--- config.mk ---
export PLATFORM = sky130hd
export DESIGN_NAME = mem_arbiter
export DESIGN_NICKNAME = d
export VERILOG_FILES = /design/src/rtl/mem_arbiter.sv
export SDC_FILE = /design/constraint.sdc
export NUM_CORES = 1
export LEC_CHECK = 0
export ABC_AREA = 1
export ABC_CLOCK_PERIOD_IN_PS = 3760
export BUFFER_PORTS_ARGS = -buffer_cell sky130_fd_sc_hd__buf_4
export CAP_MARGIN = 20
export CORE_MARGIN = 2
export CORE_UTILIZATION = 45
export CTS_CLUSTER_SIZE = 16
export DETAILED_ROUTE_END_ITERATION = 16
export GPL_TIMING_DRIVEN = 0
export MAX_ROUTING_LAYER = met4
export PLACE_DENSITY_LB_ADDON = 0.1
export SLEW_MARGIN = 20
export SYNTH_ARGS = -nofsm -noshare
export SYNTH_HDL_FRONTEND = slang
export SYNTH_SLANG_ARGS = --single-unit
--- constraint.sdc ---
create_clock -name clk -period 3.76 [get_ports clk]
set_input_delay 0.376 -clock clk [delete_from_list [all_inputs] [get_ports clk]]
set_output_delay 0.376 -clock clk [all_outputs]
set_load 0.01 [all_outputs]
--- src/rtl/mem_arbiter.sv ---
// Byte-serial memory-port controller: arbitrates fetch and load/store word requests
// onto one byte-wide RAM/IO port and assembles little-endian read data.
module mem_arbiter #(
  parameter int unsigned ADDR_WIDTH   = 32,
  parameter int unsigned STARVE_LIMIT = 2
) (
  input  logic                  clk,
  input  logic                  rst_n,
  input  logic                  rdy,
  input  logic                  i_req,
  input  logic [ADDR_WIDTH-1:0] i_addr,
  input  logic                  i_cancel,
  output logic                  i_done,
  output logic [31:0]           i_rdata,
  input  logic                  d_req,
  input  logic                  d_we,
  input  logic [ADDR_WIDTH-1:0] d_addr,
  input  logic [2:0]            d_size,
  input  logic [31:0]           d_wdata,
  output logic                  d_done,
  output logic [31:0]           d_rdata,
  input  logic [7:0]            mem_din,
  output logic [7:0]            mem_dout,
  output logic [ADDR_WIDTH-1:0] mem_a,
  output logic                  mem_wr
);

  localparam int unsigned SW = (STARVE_LIMIT < 1) ? 1 : $clog2(STARVE_LIMIT + 1);
  localparam logic [SW-1:0] STARVE_MAX = SW'(STARVE_LIMIT);

  typedef enum logic [1:0] {ST_IDLE, ST_IBEAT, ST_DBEAT, ST_GAP} state_t;

  state_t                r_state;
  logic [1:0]            r_k;
  logic [1:0]            r_last;
  logic [ADDR_WIDTH-1:0] r_base;
  logic                  r_we;
  logic                  r_is_fetch;
  logic                  r_kill;
  logic [31:0]           r_wdata;
  logic [31:0]           r_buf;
  logic [SW-1:0]         r_starve;

  logic                  w_pick_i;
  logic                  w_pick_d;
  logic                  w_gnt_i;
  logic                  w_gnt_d;
  logic [1:0]            w_d_last;
  logic [1:0]            w_k_next;
  logic [1:0]            w_lane;
  logic                  w_last_beat;
  logic [31:0]           w_cap;

  // Priority is decided on raw requests; a port still in its done cycle keeps
  // its win but is not granted, so the other side only gets that cycle if it
  // would have won anyway. This is what lets the starve guard actually engage.
  always_comb begin
    w_pick_i    = i_req & ~i_cancel & (~d_req | (r_starve == STARVE_MAX));
    w_pick_d    = d_req & ~w_pick_i;
    w_gnt_i     = w_pick_i & ~i_done;
    w_gnt_d     = w_pick_d & ~d_done;
    w_d_last    = d_size[2] ? 2'd3 : (d_size[1] ? 2'd1 : 2'd0);
    w_k_next    = r_k + 2'd1;
    w_last_beat = (r_k == r_last);
    w_lane      = (r_state == ST_GAP) ? r_last : (r_k - 2'd1);
    w_cap       = r_buf | ({24'd0, mem_din} << {w_lane, 3'b000});
  end

  always_ff @(posedge clk or negedge rst_n) begin
    if (!rst_n) begin
      r_state    <= ST_IDLE;
      r_k        <= '0;
      r_last     <= '0;
      r_base     <= '0;
      r_we       <= 1'b0;
      r_is_fetch <= 1'b0;
      r_kill     <= 1'b0;
      r_wdata    <= '0;
      r_buf      <= '0;
      r_starve   <= '0;
      mem_a      <= '0;
      mem_wr     <= 1'b0;
      mem_dout   <= '0;
      i_done     <= 1'b0;
      d_done     <= 1'b0;
      i_rdata    <= '0;
      d_rdata    <= '0;
    end else if (rdy) begin
      i_done <= 1'b0;
      d_done <= 1'b0;
      case (r_state)
        ST_IDLE: begin
          r_kill <= 1'b0;
          r_k    <= '0;
          r_buf  <= '0;
          if (w_gnt_i || !i_req) begin
            r_starve <= '0;
          end else if (w_gnt_d && (r_starve != STARVE_MAX)) begin
            r_starve <= r_starve + 1'b1;
          end
          if (w_gnt_i) begin
            r_state    <= ST_IBEAT;
            r_base     <= i_addr;
            r_we       <= 1'b0;
            r_wdata    <= '0;
            r_last     <= 2'd3;
            r_is_fetch <= 1'b1;
            mem_a      <= i_addr;
            mem_wr     <= 1'b0;
            mem_dout   <= '0;
          end else if (w_gnt_d) begin
            r_state    <= ST_DBEAT;
            r_base     <= d_addr;
            r_we       <= d_we;
            r_wdata    <= d_wdata;
            r_last     <= w_d_last;
            r_is_fetch <= 1'b0;
            mem_a      <= d_addr;
            mem_wr     <= d_we;
            mem_dout   <= d_wdata[7:0];
          end
        end

        ST_IBEAT, ST_DBEAT: begin
          if (r_is_fetch && i_cancel) begin
            r_kill <= 1'b1;
          end
          if (r_k != 2'd0) begin
            r_buf <= w_cap;
          end
          if (w_last_beat) begin
            r_state  <= ST_GAP;
            mem_a    <= '0;
            mem_wr   <= 1'b0;
            mem_dout <= '0;
          end else begin
            r_k      <= w_k_next;
            mem_a    <= r_base + ADDR_WIDTH'(w_k_next);
            mem_dout <= r_wdata[{w_k_next, 3'b000} +: 8];
          end
        end

        ST_GAP: begin
          r_state <= ST_IDLE;
          r_k     <= '0;
          r_buf   <= w_cap;
          if (r_is_fetch) begin
            if (!(r_kill || i_cancel)) begin
              i_done  <= 1'b1;
              i_rdata <= w_cap;
            end
          end else begin
            d_done <= 1'b1;
            if (!r_we) begin
              d_rdata <= w_cap;
            end
          end
        end
      endcase
    end
  end

endmodule

==> results of run 1 <==
-- registers in the layout (all words and copies together) (netlist names), 2 cells and up --
name	cells
r_wdata	32
r_base	32
r_buf	32
r_state	2
d_rdata	32
mem_dout	8
r_last	2
r_starve	2
mem_a	32
i_rdata	32
r_k	2
-- worst max-delay path, stage by stage, from the launching register on --
cell and delay, ps:
dfrtp_1 350, buf_2 220, inv_2 120, buf_2 220, ha_1 320, buf_2 310
inv_1 140, fa_1 500, nor2_2 280, nand3_1 180, nor2_2 250, nand4_1 120
nand2_1 130, a21oi_1 80
-- cell usage after synthesis (all sizes together) --
library cell  instances
a31oi                37
o211ai                2
xor2                  3
nand3b                1
clkinv                1
o21ai               189
or2                   4
o32ai                 1
o22ai                 5
fa                    1
a21oi                79
nand4                 8
xnor2                 2
o31ai                 1
nand2               379
nor2                139
nand3                61
ha                    7
o2111ai               1
clkbuf               27
inv                  99
nor3                  2
buf                  45
dfrtp               214
and2                  1
o22a                  1
-- area by class of cell --
class                      count  area (um2)
fill                        2122        9458
sequential                   214        5355
multi-input combinational    924        4233
timing repair buffer         221        1709
clock buffer                  35       670.6
buffer                        71       379.1
inverter                     100       375.4
tap                          285       356.6
clock inverter                 4       35.03
-- per-stage QoR --
stage | hold slack (ps) | setup slack, ps
6_report | 81.52 | 417.5
5_1_grt | 71.31 | 87.51
4_1_cts | 70.46 | 49.44
3_5_place_dp | 351.3 | 58.96
3_3_place_gp | 458.3 | 90.27
2_1_floorplan | 80.41 | 892.9
-- repair_timing --
action,CTS,global route
hold buffers,1,0
endpoints found under the hold margin,60,0
resized for setup,0,1
setup endpoints to repair,0,3
-- final timing paths --
check	cells past startpoint	slack, ps	endpoint
setup / recovery	13	420	mem_a[24]
hold reg to reg	2	470	r_wdata[28]
min in group asynchronous	2	380	d_rdata[8]
max in group asynchronous	3	2520	mem_a[23]
setup reg to reg	13	420	mem_a[24]
hold / removal	3	80	r_wdata[28]
-- power by group through the flow --
stage / logic (mW) / clock network, mW / registers (mW)
6_report: 4.70 / 2.16 / 3.83
5_1_grt: 5.26 / 2.29 / 3.95
4_1_cts: 4.71 / 2.20 / 3.82
3_5_place_dp: 4.68 / 0 / 3.84
3_3_place_gp: 4.61 / 0 / 3.83
2_1_floorplan: 2.68 / 0 / 3.91
-- layer usage --
layer | share of wire (%) | global-route usage (%)
met5 | 0 | -
met2 | 46 | 41.07
met3 | 6.5 | 3.639
met4 | 2.0 | 5.941
met1 | 46 | 37.22
-- cell families (layout without fill, tap and decap cells) --
kind of cell             Yosys count  after routing  share of synthesized area (%)
AO/OA/AOI/OAI                    316            316                          16.32
AND/OR/NAND/NOR                  595            595                          23.12
flip-flops                       214            214                          51.77
adder cells (fa/ha/maj)            8              8                          1.040
XOR/XNOR                           5              5                         0.4234
buffers and inverters            172            431                          7.330
==> summary.md, run 1 <==
Counting I/O delays and the setup requirement, the final critical path takes 3342 ps. Setup repair after global routing left no endpoint under its margin. Once detailed placement completed, the half-perimeter wirelength came to 23.26 mm. For the number of antenna violations at the first check in global routing, the log shows 0. Type of the worst min-delay path: input port to flop. The total count of hold-check failures in the final report is 0, and the clock latency at the later pin of the worst-skew pair is 520 ps. The maximum number of pins on one net before global-route repair is 96, and the DRC marker count from the first detailed-route iteration is 697. The share of cells above drive strength 1 came out at 20.46%. Headroom to the max-slew limit came out at 58.38%.

Leaving out fill and tap cells, the most frequent cells in the layout are 378 x nand2_1, 222 x buf_4, 214 x dfrtp_1. The setup path with the least slack is of type flop to flop. Dividing total power by cell area gives a power density of 814.4 nW/um2. After detailed routing, the number of vias per cell comes to 5.238. Adding up every negative setup slack in the final design gives 0 ps. The total overflow left after global routing is 0.

In this run switching power makes up 41.66% of total power. The global-route total usage across every layer was 26.42%. The number of distinct library cells after synthesis was 38; the antenna violation net count after detailed routing was 0. The area share of the leading cell type in the synthesized netlist is 51.77%.

Clock tree synthesis selected as its root buffer the cell clkbuf_16. For this run, the top clock speed supported by timing is 299.2 MHz. The number of levels the H-tree was split into came out at 1.

The worst-path maximum fanout was 18. The number of maximum-capacitance constraint violations was 0. In this run the core area contains 55 standard-cell rows.

Leaving out filler cells and counting taps, the final layout contains 1854. The flow ran to the end, and the final reports show no timing, DRC or antenna violations. The fraction of power consumed by combinational cells is 44.0%. The analysis attributes to net switching a power of 4.449 mW.

At the end of routability-driven placement, the weighted congestion stood at 0.9294. The worst register-to-register path begins at r_k[0]. The routed design has 31.20 mm of wire. For this configuration, the core starts out at a cell density of 45.83%. The die is 155.6 um tall. Buffers added to address setup during post-CTS repair amount to 0. The clock arrives with 7.643 ps of skew. Leakage power: 6.426 nW. Once placement finished, the instance area stood at 12400 um2. In this run the count of I/O pins placed on the die edge is 221. The post-synthesis to final-layout area growth was 26.78%; the detailed-routing iteration count for the pre-antenna-repair pass was 7. At the worst endpoint, the required time is 4160 ps. The setup violation total in the final timing report was 0; the synthesized netlist net count was 1432. Final number of max-transition violations: 0.

Source of the worst hold timing path: d_wdata[28]. For this run, design rule violations remaining after detail routing come to 0. TritonCTS built the clock tree.

The via count of the first global-routing pass was 9248. At the worst endpoint, the arrival time is 3750 ps. The via count was 9712. The detail-routed net length per standard cell works out to 16.83 um. Transition time at the pin with the least slew margin: 624.3 ps. The worst-case IR drop observed on VDD is 466.8 uV. Including well taps, the total number of placed cells is 1815. The run gives 1310 as the synthesized instance count.

The tools report the number of clock sinks as 214. The floorplan step defined a die boundary enclosing 24210 um2. By area the synthesized netlist is led by dfrtp_1 52%, nand2_1 14%, o21ai_0 7.1%, nor2_1 4.9%, a21oi_1 3.8%.

After routing the design area is 13110 um2. After layout, the worst path uses 88.90% of the clock period. Once layout is complete, the utilization of the core stands at 58.10%. Internal power comes to 6.231 mW. Of the synthesized area, sequential elements account for 51.77%. Post-synthesis instance area: 10340 um2.

The worst setup path startpoint was r_k[0]. Of the total power, registers draw 35.8%. The first-pass GRT wire length came out at 49.51 mm.

The run gives 0 as the count of warnings emitted by yosys. Synthesis inferred 214 register bits. The diode insertion count for antenna repair is 0.

Clock edge transition at the registers on the reported setup and hold paths: 60 ps. Post-synthesis cell type with the largest combined area: dfrtp_1. The final net count was 1677; the horizontal die dimension was 155.6 um. The core footprint came out at 22570 um2. The sort of element at the end of the critical path was a flop. The tools report the kind of start point of the critical path as a flop. The clock passes through at most 3 buffers.

Input and output buffers added on the ports amount to 218. The share of total power dissipated in the clock network is 20.2%. The overall power after layout was 10.68 mW. The average cell area after synthesis came out at 7.896 um2.

Leaving out fill and tap cells, the most frequent cell in the layout is nand2_1. The number of buffers created by CTS came out at 23.
(Power assumes the default switching activity.)
==> run 2, diff against run 1 <==
- CTS_CLUSTER_DIAMETER: not set -> 120
- PLACE_DENSITY: not set -> 0.68
- PLACE_DENSITY_LB_ADDON: 0.1 -> not set
==> run 2 against run 1 <==
Against the previous run: worst hold slack gained 29 ps; critical path type unchanged; critical endpoint unchanged; clock skew grew 17 ps; total power shrank 4.6%; combinational power is essentially flat; highest routed layer unchanged; register-to-register slack lost 99 ps.
==> summary.md, run 2 (synthesis results as in run 1) <==
The run finished with clean final reports. The horizontal die dimension works out to 155.6 um (unchanged). The post-route minimum period is 3441 ps (+98.86 ps).

Critical path start-end classification: flop to flop. The number of clock sinks was 214 (unchanged); the clock share of power was 16.1% (-4.1 points). The arrival time reported for the critical path endpoint is 3810 ps (+60 ps). Detail-routed net length per standard cell: 17.01 um (+1.1%). The overall overflow remaining after global route was 0 (unchanged). Met3 track utilization from global routing: 2.722% (-0.92 points). The maximum clock path buffer count was 3 (unchanged).

The path class of the tightest hold or removal check is input port to flop. The diode insertion count for antenna repair came out at 0 (unchanged). For the required time at the worst-slack endpoint, the log shows 4130 ps (-30 ps). The core footprint came out at 22570 um2 (unchanged). The tools report the setup violation total in the final timing report as 0 (unchanged). met2 is the most crowded layer. TritonCTS built the clock tree. The tools report the global-route total usage across every layer as 26.45% (+0.031 points). For the number of levels the H-tree was split into, the log shows 1 (unchanged).

The worst setup path is launched from a flop. Die footprint: 24210 um2 (unchanged). The tools report the first-pass GRT wire length as 49.46 mm (-0.11%).

The number of buffers created by CTS was 17 (-26%); the met2 track demand over resource was 41.09% (about the same). For the total count of hold-check failures in the final report, the log shows 0 (unchanged). The tools report the site row count as 55 (unchanged). The tools report the antenna violation net count after detailed routing as 0 (unchanged).

The fraction of power consumed by combinational cells was 46.3% (+2.3 points); the maximum number of pins on one net before global-route repair was 90 (-6.3%). The run gives 350.4 uV (-25%) as the largest voltage drop on the vdd net. Number of vias per cell after detailed routing: 5.291 (+1.0%).

The total wire length is 31.20 mm (about the same), and the clock edge transition at the registers on the reported setup and hold paths is 80 ps (+20 ps). The DRC marker count from the first detailed-route iteration came out at 636 (-8.8%). Post-synthesis to final-layout area growth: 24.24%. The final hold slack was 110.9 ps (+29.34 ps); the die boundary height was 155.6 um (unchanged). Most common cell after layout, fill and taps aside: nand2_1. Number of filler instances in the final layout: 2159 (+1.7%).

The run gives 290.6 MHz (-2.9%) as the highest clock rate. The worst setup path is captured at a flop. In the layout the commonest cells are 378 x nand2_1, 222 x buf_4, 214 x dfrtp_1. The tools report the via count of the first global-routing pass as 9291 (+0.46%). The logs give 0 (unchanged) for the number of post-CTS setup repair buffers and 37.36% (+0.14 points) for the met1 track demand over resource. The tools report the via count as 9704 (-0.082%). The logs give 25.01 ps (+17.36 ps) for the setup skew after layout and 221 (unchanged) for the I/O pin count. The final number of max-transition violations is 0 (unchanged), and the leakage power is 6.297 nW (-2.0%). The starting density of the core is 45.83% (unchanged). The worst-path maximum fanout is 18 (unchanged). Part of the total power dissipated in sequential elements: 37.6% (+1.8 points).

The tools report the final weighted congestion in routability-driven placement as 0.9497 (+2.2%). The power per unit of standard cell area came out at 793.1 nW/um2 (-2.6%). The internal power is 5.814 mW (-6.7%), and the total negative setup slack is 0 ps (unchanged). The switching power was 4.379 mW (-1.6%). The switching share of power works out to 42.96% (+1.3 points).

Tightest slew margin relative to the limit: 56.80% (-1.6 points). The run gives 0 (unchanged) as the number of maximum-capacitance constraint violations. Setup repair after global routing left no endpoint under its margin.

The final net count was 1671 (-0.36%); the number of cells upsized or downsized after cts was 0 (unchanged). Final cell utilization of the core: 56.93% (-1.2 points). For the clock latency at the later pin of the worst-skew pair, the log shows 490 ps (-30 ps). The run gives 5355 um2 (unchanged) as the register area. The number of antenna violations at the first check in global routing is 0 (unchanged). The number of I/O port buffers was 218 (unchanged); the share of the clock period used by the worst path was 91.52% (+2.6 points). The tools report the root buffer cell as clkbuf_16.

The area used by multi-input combinational logic came out at 4230 um2 (about the same). The share of cells above drive strength 1 is 19.82% (-0.64 points), and the remaining routing DRC violations is 0 (unchanged). The placed wire-length estimate is 23.35 mm (+0.42%), and the transition time at the pin with the least slew margin is 648.0 ps (+23.71 ps). Detailed-routing iteration count for the pre-antenna-repair pass: 5 (-2).
==> run 2: area by class of cell <==
class / instances / area share (%)
sequential: 214 / 41.67
multi-input combinational: 924 / 32.92
timing repair buffer: 221 / 13.30
clock buffer: 17 / 3.310
buffer: 71 / 2.950
inverter: 100 / 2.921
tap: 285 / 2.775
clock inverter: 2 / 0.1558
==> run 2: timing repair <==
action                                 in CTS  in global routing
setup endpoints to repair                   0                  9
endpoints found under the hold margin      53                  0
hold buffers                                1                  0
==> run 2: final timing paths <==
check	from	end	slack, ps	depth (start not counted)
worst max-delay path	r_k[0]	mem_a[24]	320	13
worst min-delay path	d_wdata[28]	r_wdata[28]	110	3
worst max register to register	r_k[0]	mem_a[24]	320	13
worst min register to register	r_wdata[25]	r_wdata[25]	470	2
max in group asynchronous	rst_n	mem_a[22]	2570	3
min in group asynchronous	rst_n	d_rdata[6]	390	2
==> run 2: worst max-delay path: stages (launching register included) <==
cell     delay [ps]
dfrtp_1         360
buf_2           230
inv_2           110
buf_2           220
ha_1            330
buf_2           310
inv_1           130
fa_1            500
nor2_2          270
nand3_1         170
nor2_1          360
nand4_1         150
nand2_1         130
a21oi_1          70
==> run 2: routing by layer <==
metal / share of wire, % / vias to the layer above / wire (um)
li1: - / 4738 / -
met5: 0 / - / 0
met4: 2.5 / 0 / 794
met1: 46 / 4584 / 14260
met3: 5.5 / 59 / 1720
met2: 46 / 323 / 14420
==> run 2: stage by stage <==
stage	power [mW]	cells	area (um2)	setup slack, ps
detailed placement	8.547	1815	12400	75.02
floorplan	6.595	1310	10340	892.9
global placement	8.433	1813	12340	91.52
global route	10.96	1834	12850	89.03
CTS	10.22	1835	12850	77.65
finish	10.19	1834	12850	318.7
==> run 2: power by group through the flow <==
stage	logic (mW)	clock network [mW]	registers, mW
floorplan	2.68	0	3.91
global route	5.25	1.76	3.95
finish	4.72	1.64	3.83
global placement	4.59	0	3.84
detailed placement	4.70	0	3.85
CTS	4.73	1.68	3.82
==> run 3, diff against run 2 <==
- ABC_AREA: 1 -> not set
==> run 3 against run 2 <==
Against the previous run: sequential share of layout area up 1.8 points; count of clock-buffer cells in the layout unchanged; design area down 4.2%; critical path depth down 4; clock skew down 2.8 ps; first-iteration DRC count down 18%; worst hold slack better by 20 ps; highest routed layer unchanged; total power up 2.2%; global-route usage down 2.3 points; non-clock buffer count unchanged; flip-flop and latch count unchanged; sequential power up 6.8%.
==> summary.md, run 3 <==
The clock edge transition at the registers on the reported setup and hold paths came out at 70 ps (about the same). The critical path start-end classification is flop to flop. The library cells used most frequently in the layout, excluding fill and tap cells, are 214 x buf_4, 214 x dfrtp_1, 165 x nand2_1.

Among all flip-flop cells after synthesis, the most frequent one is dfrtp_1. The transition time at the pin with the least slew margin came out at 869.2 ps (+221.2 ps). The number of buffers created by CTS was 17 (unchanged). The I/O pin count is 221 (unchanged), and the placed wire-length estimate is 20.40 mm (-13%). TritonCTS built the clock tree. The kind of start point of the critical path was a flop. The tools report the final weighted congestion in routability-driven placement as 0.8734 (-8.0%). The synthesized instance count is 1003 (-23%), and the part of the total power dissipated in sequential elements is 39.3% (+1.7 points). The share of the clock period used by the worst path works out to 78.69% (-13 points). The logs give 27.75 mm (-11%) for the total wire length and 841.8 ps (+766.8 ps) for the post-placement worst setup slack.

The switching share of power is 40.31% (-2.6 points). The logs give 9859 um2 (-4.7%) for the post-synthesis instance area and 0 (unchanged) for the setup violation total in the final timing report. The number of clock sinks was 214 (unchanged). The number of levels the H-tree was split into was 1 (unchanged); the power per unit of standard cell area was 846.4 nW/um2 (+6.7%). The overall overflow remaining after global route was 0 (unchanged).

The number of distinct library cells after synthesis was 56 (+47%). The signal on the critical path passes through inv_1, ha_1, inv_1, fa_1, nor2b_1, nand4_4, nor4_1, xor2_1, a221o_1. The horizontal die dimension is 152.0 um (-2.3%). The core footprint is 21690 um2 (-3.9%), and the site row count is 54 (-1.8%). The diode insertion count for antenna repair is 0 (unchanged), and the fraction of power consumed by combinational cells is 45.1% (-1.2 points). The DRC marker count from the first detailed-route iteration is 524 (-18%).

Most repeated library cell on the critical path: inv_1. The number of post-CTS setup repair buffers is 0 (unchanged). The area share of the leading cell type in the synthesized netlist was 54.31% (+2.5 points); the clock latency at the later pin of the worst-skew pair was 490 ps (about the same). The tools report the number of antenna violations at the first check in global routing as 0 (unchanged). Global-route total usage across every layer: 24.16% (-2.3 points).

The total count of hold-check failures in the final report came out at 0 (unchanged). The setup slack on the worst flop-to-flop path was 800 ps (+480 ps). The tools report the final hold slack as 131.3 ps (+20.45 ps). The worst-path maximum fanout came out at 8 (-10). STA classifies the critical path endpoint as a flop. Summed over all instances, the cell type with the most area after synthesis is dfrtp_1. The die footprint was 23110 um2 (-4.6%). The tools report the required time at the worst-slack endpoint as 4130 ps (about the same).

The tightest slew margin relative to the limit is 41.78% (-15 points), and the post-synthesis to final-layout area growth is 24.87%. Number of synthesized register bits: 214 (unchanged). The logs give 366.1 uV (+4.5%) for the largest voltage drop on the vdd net and 6.220 mW (+7.0%) for the internal power. The average cell area after synthesis is 9.830 um2 (+24%), and the number of vias per cell after detailed routing is 5.525 (+4.4%).

Die boundary height: 152.0 um (-2.3%). The cell with the most instances after synthesis is dfrtp_1. The switching power was 4.201 mW (-4.1%). The tools report the clock share of power as 15.7% (-0.4 points).

The final net count was 1358 (-19%); the detailed-routing iteration count for the pre-antenna-repair pass was 5 (unchanged). The maximum number of pins on one net before global-route repair was 78 (-13%). The tightest min-delay check is of the input port to flop type. The number of maximum-capacitance constraint violations came out at 0 (unchanged). In the post-synthesis netlist, the biggest area contributors are dfrtp_1 54%, o21ai_0 6.5%, nand2_1 6.3%, a21oi_1 5.3%, mux2i_1 3.4%.

Setup repair after global routing left no endpoint under its margin. For the starting density of the core, the log shows 45.46% (-0.37 points). For this design, the slowest cell found on the critical path is fa_1. The first-pass GRT wire length was 43.98 mm (-11%); the synthesized netlist net count was 1125 (-21%). By count the netlist is led by 214 x dfrtp_1, 165 x nand2_1, 128 x o21ai_0.

The highest cell delay on the worst timing path works out to 500 ps (about the same). For the setup skew after layout, the log shows 22.22 ps (-2.783 ps). The via count of the first global-routing pass was 8212 (-12%); the detail-routed net length per standard cell was 18.31 um (+7.6%).

The number of I/O port buffers was 211 (-3.2%). For the proportion of synthesized chip area in sequential cells, the log shows 54.31% (+2.5 points). Final number of max-transition violations: 0 (unchanged). The fraction of synthesis flops using an asynchronous set or reset pin was 100.0% (unchanged); the number of cells upsized or downsized after cts was 0 (unchanged). The highest clock rate is 338.0 MHz (+16%). Antenna violation net count after detailed routing: 0 (unchanged). The flow ran to the end, and the final reports show no timing, DRC or antenna violations. The count of warnings emitted by yosys was 0 (unchanged). The run gives 1 (unchanged) as the cts-stage hold buffer count.

The root buffer cell chosen for the clock tree is clkbuf_16. Overall power after layout: 10.42 mW (+2.2%). The share of cells above drive strength 1 was 23.30% (+3.5 points); the total negative setup slack was 0 ps (unchanged).

Number of enable-type register cells in the synthesized netlist: 0 (unchanged). Final worst-path setup slack: 801.3 ps (+482.6 ps). For the remaining routing DRC violations, the log shows 0 (unchanged). The leakage power came out at 5.713 nW (-9.3%).

The post-route minimum period is 2959 ps (-482.6 ps), and the via count is 8376 (-14%). For the arrival time reported for the critical path endpoint, the log shows 3330 ps (-480 ps). The maximum clock path buffer count came out at 3 (unchanged).
==> run 3: critical path: cells and delay by family, from the launching register on <==
| family | cells | cell delay, ps |
|---|---|---|
| buffers and inverters | 2 | 270 |
| flip-flops | 1 | 400 |
| adder cells (fa/ha/maj) | 2 | 890 |
| AND/OR/NAND/NOR | 3 | 840 |
| XOR/XNOR | 1 | 110 |
| AO/OA/AOI/OAI | 1 | 330 |
==> run 3: final cells by class <==
| type | instances | area [um2] |
|---|---|---|
| inverters | 15 | 56.30 |
| fillers | 1974 | 9376 |
| clock buffers | 17 | 425.4 |
| flip-flops and latches | 214 | 5355 |
| clock inverters | 2 | 20.02 |
| well taps | 280 | 350.3 |
| repair buffers | 214 | 1657 |
| multi-input cells | 696 | 4095 |
| plain buffers | 78 | 352.8 |
==> run 3: kinds of logic (layout without fill, tap and decap cells) <==
| family | after synthesis | after routing | synth area share (%) |
|---|---|---|---|
| AO/OA/AOI/OAI | 306 | 306 | 18.35 |
| adder cells (fa/ha/maj) | 8 | 8 | 1.091 |
| XOR/XNOR | 25 | 25 | 2.221 |
| AND/OR/NAND/NOR | 314 | 314 | 14.47 |
| multiplexers | 43 | 43 | 5.406 |
| buffers and inverters | 93 | 326 | 4.150 |
| flip-flops | 214 | 214 | 54.31 |
==> run 3: stage by stage <==
step                      std cells  utilization (%)  cell area (um2)
after global placement         1494            54.38            11790
after floorplan                1003                -             9859
after detailed placement       1496            54.67            11860
after CTS                      1516            56.77            12310
final                          1516            56.77            12310
after global routing           1516            56.77            12310
==> run 3: final timing paths <==
check / cells after the start / start / endpoint
max: 9 / r_k[0] / mem_a[30]
max in group asynchronous: 3 / rst_n / mem_a[3]
min in group asynchronous: 2 / rst_n / r_wdata[14]
min reg2reg: 2 / i_rdata[25] / i_rdata[25]
min: 3 / d_wdata[14] / r_wdata[14]
max reg2reg: 9 / r_k[0] / mem_a[30]
==> run 3: layer usage <==
layer	vias to the layer above	GRT usage, %	share of wire (%)
li1	3975	-	-
met2	240	39.73	49
met1	4126	32.74	44
met5	-	-	0
met4	0	4.806	1.7
met3	35	2.909	5.1
==> run 3: power by group through the flow <==
stage               clock, mW  combinational (mW)  sequential (mW)
floorplan                   0                2.62             4.19
global placement            0                4.59             4.10
detailed placement          0                4.71             4.12
CTS                      1.65                4.72             4.08
global route             1.72                5.20             4.23
finish                   1.63                4.70             4.09
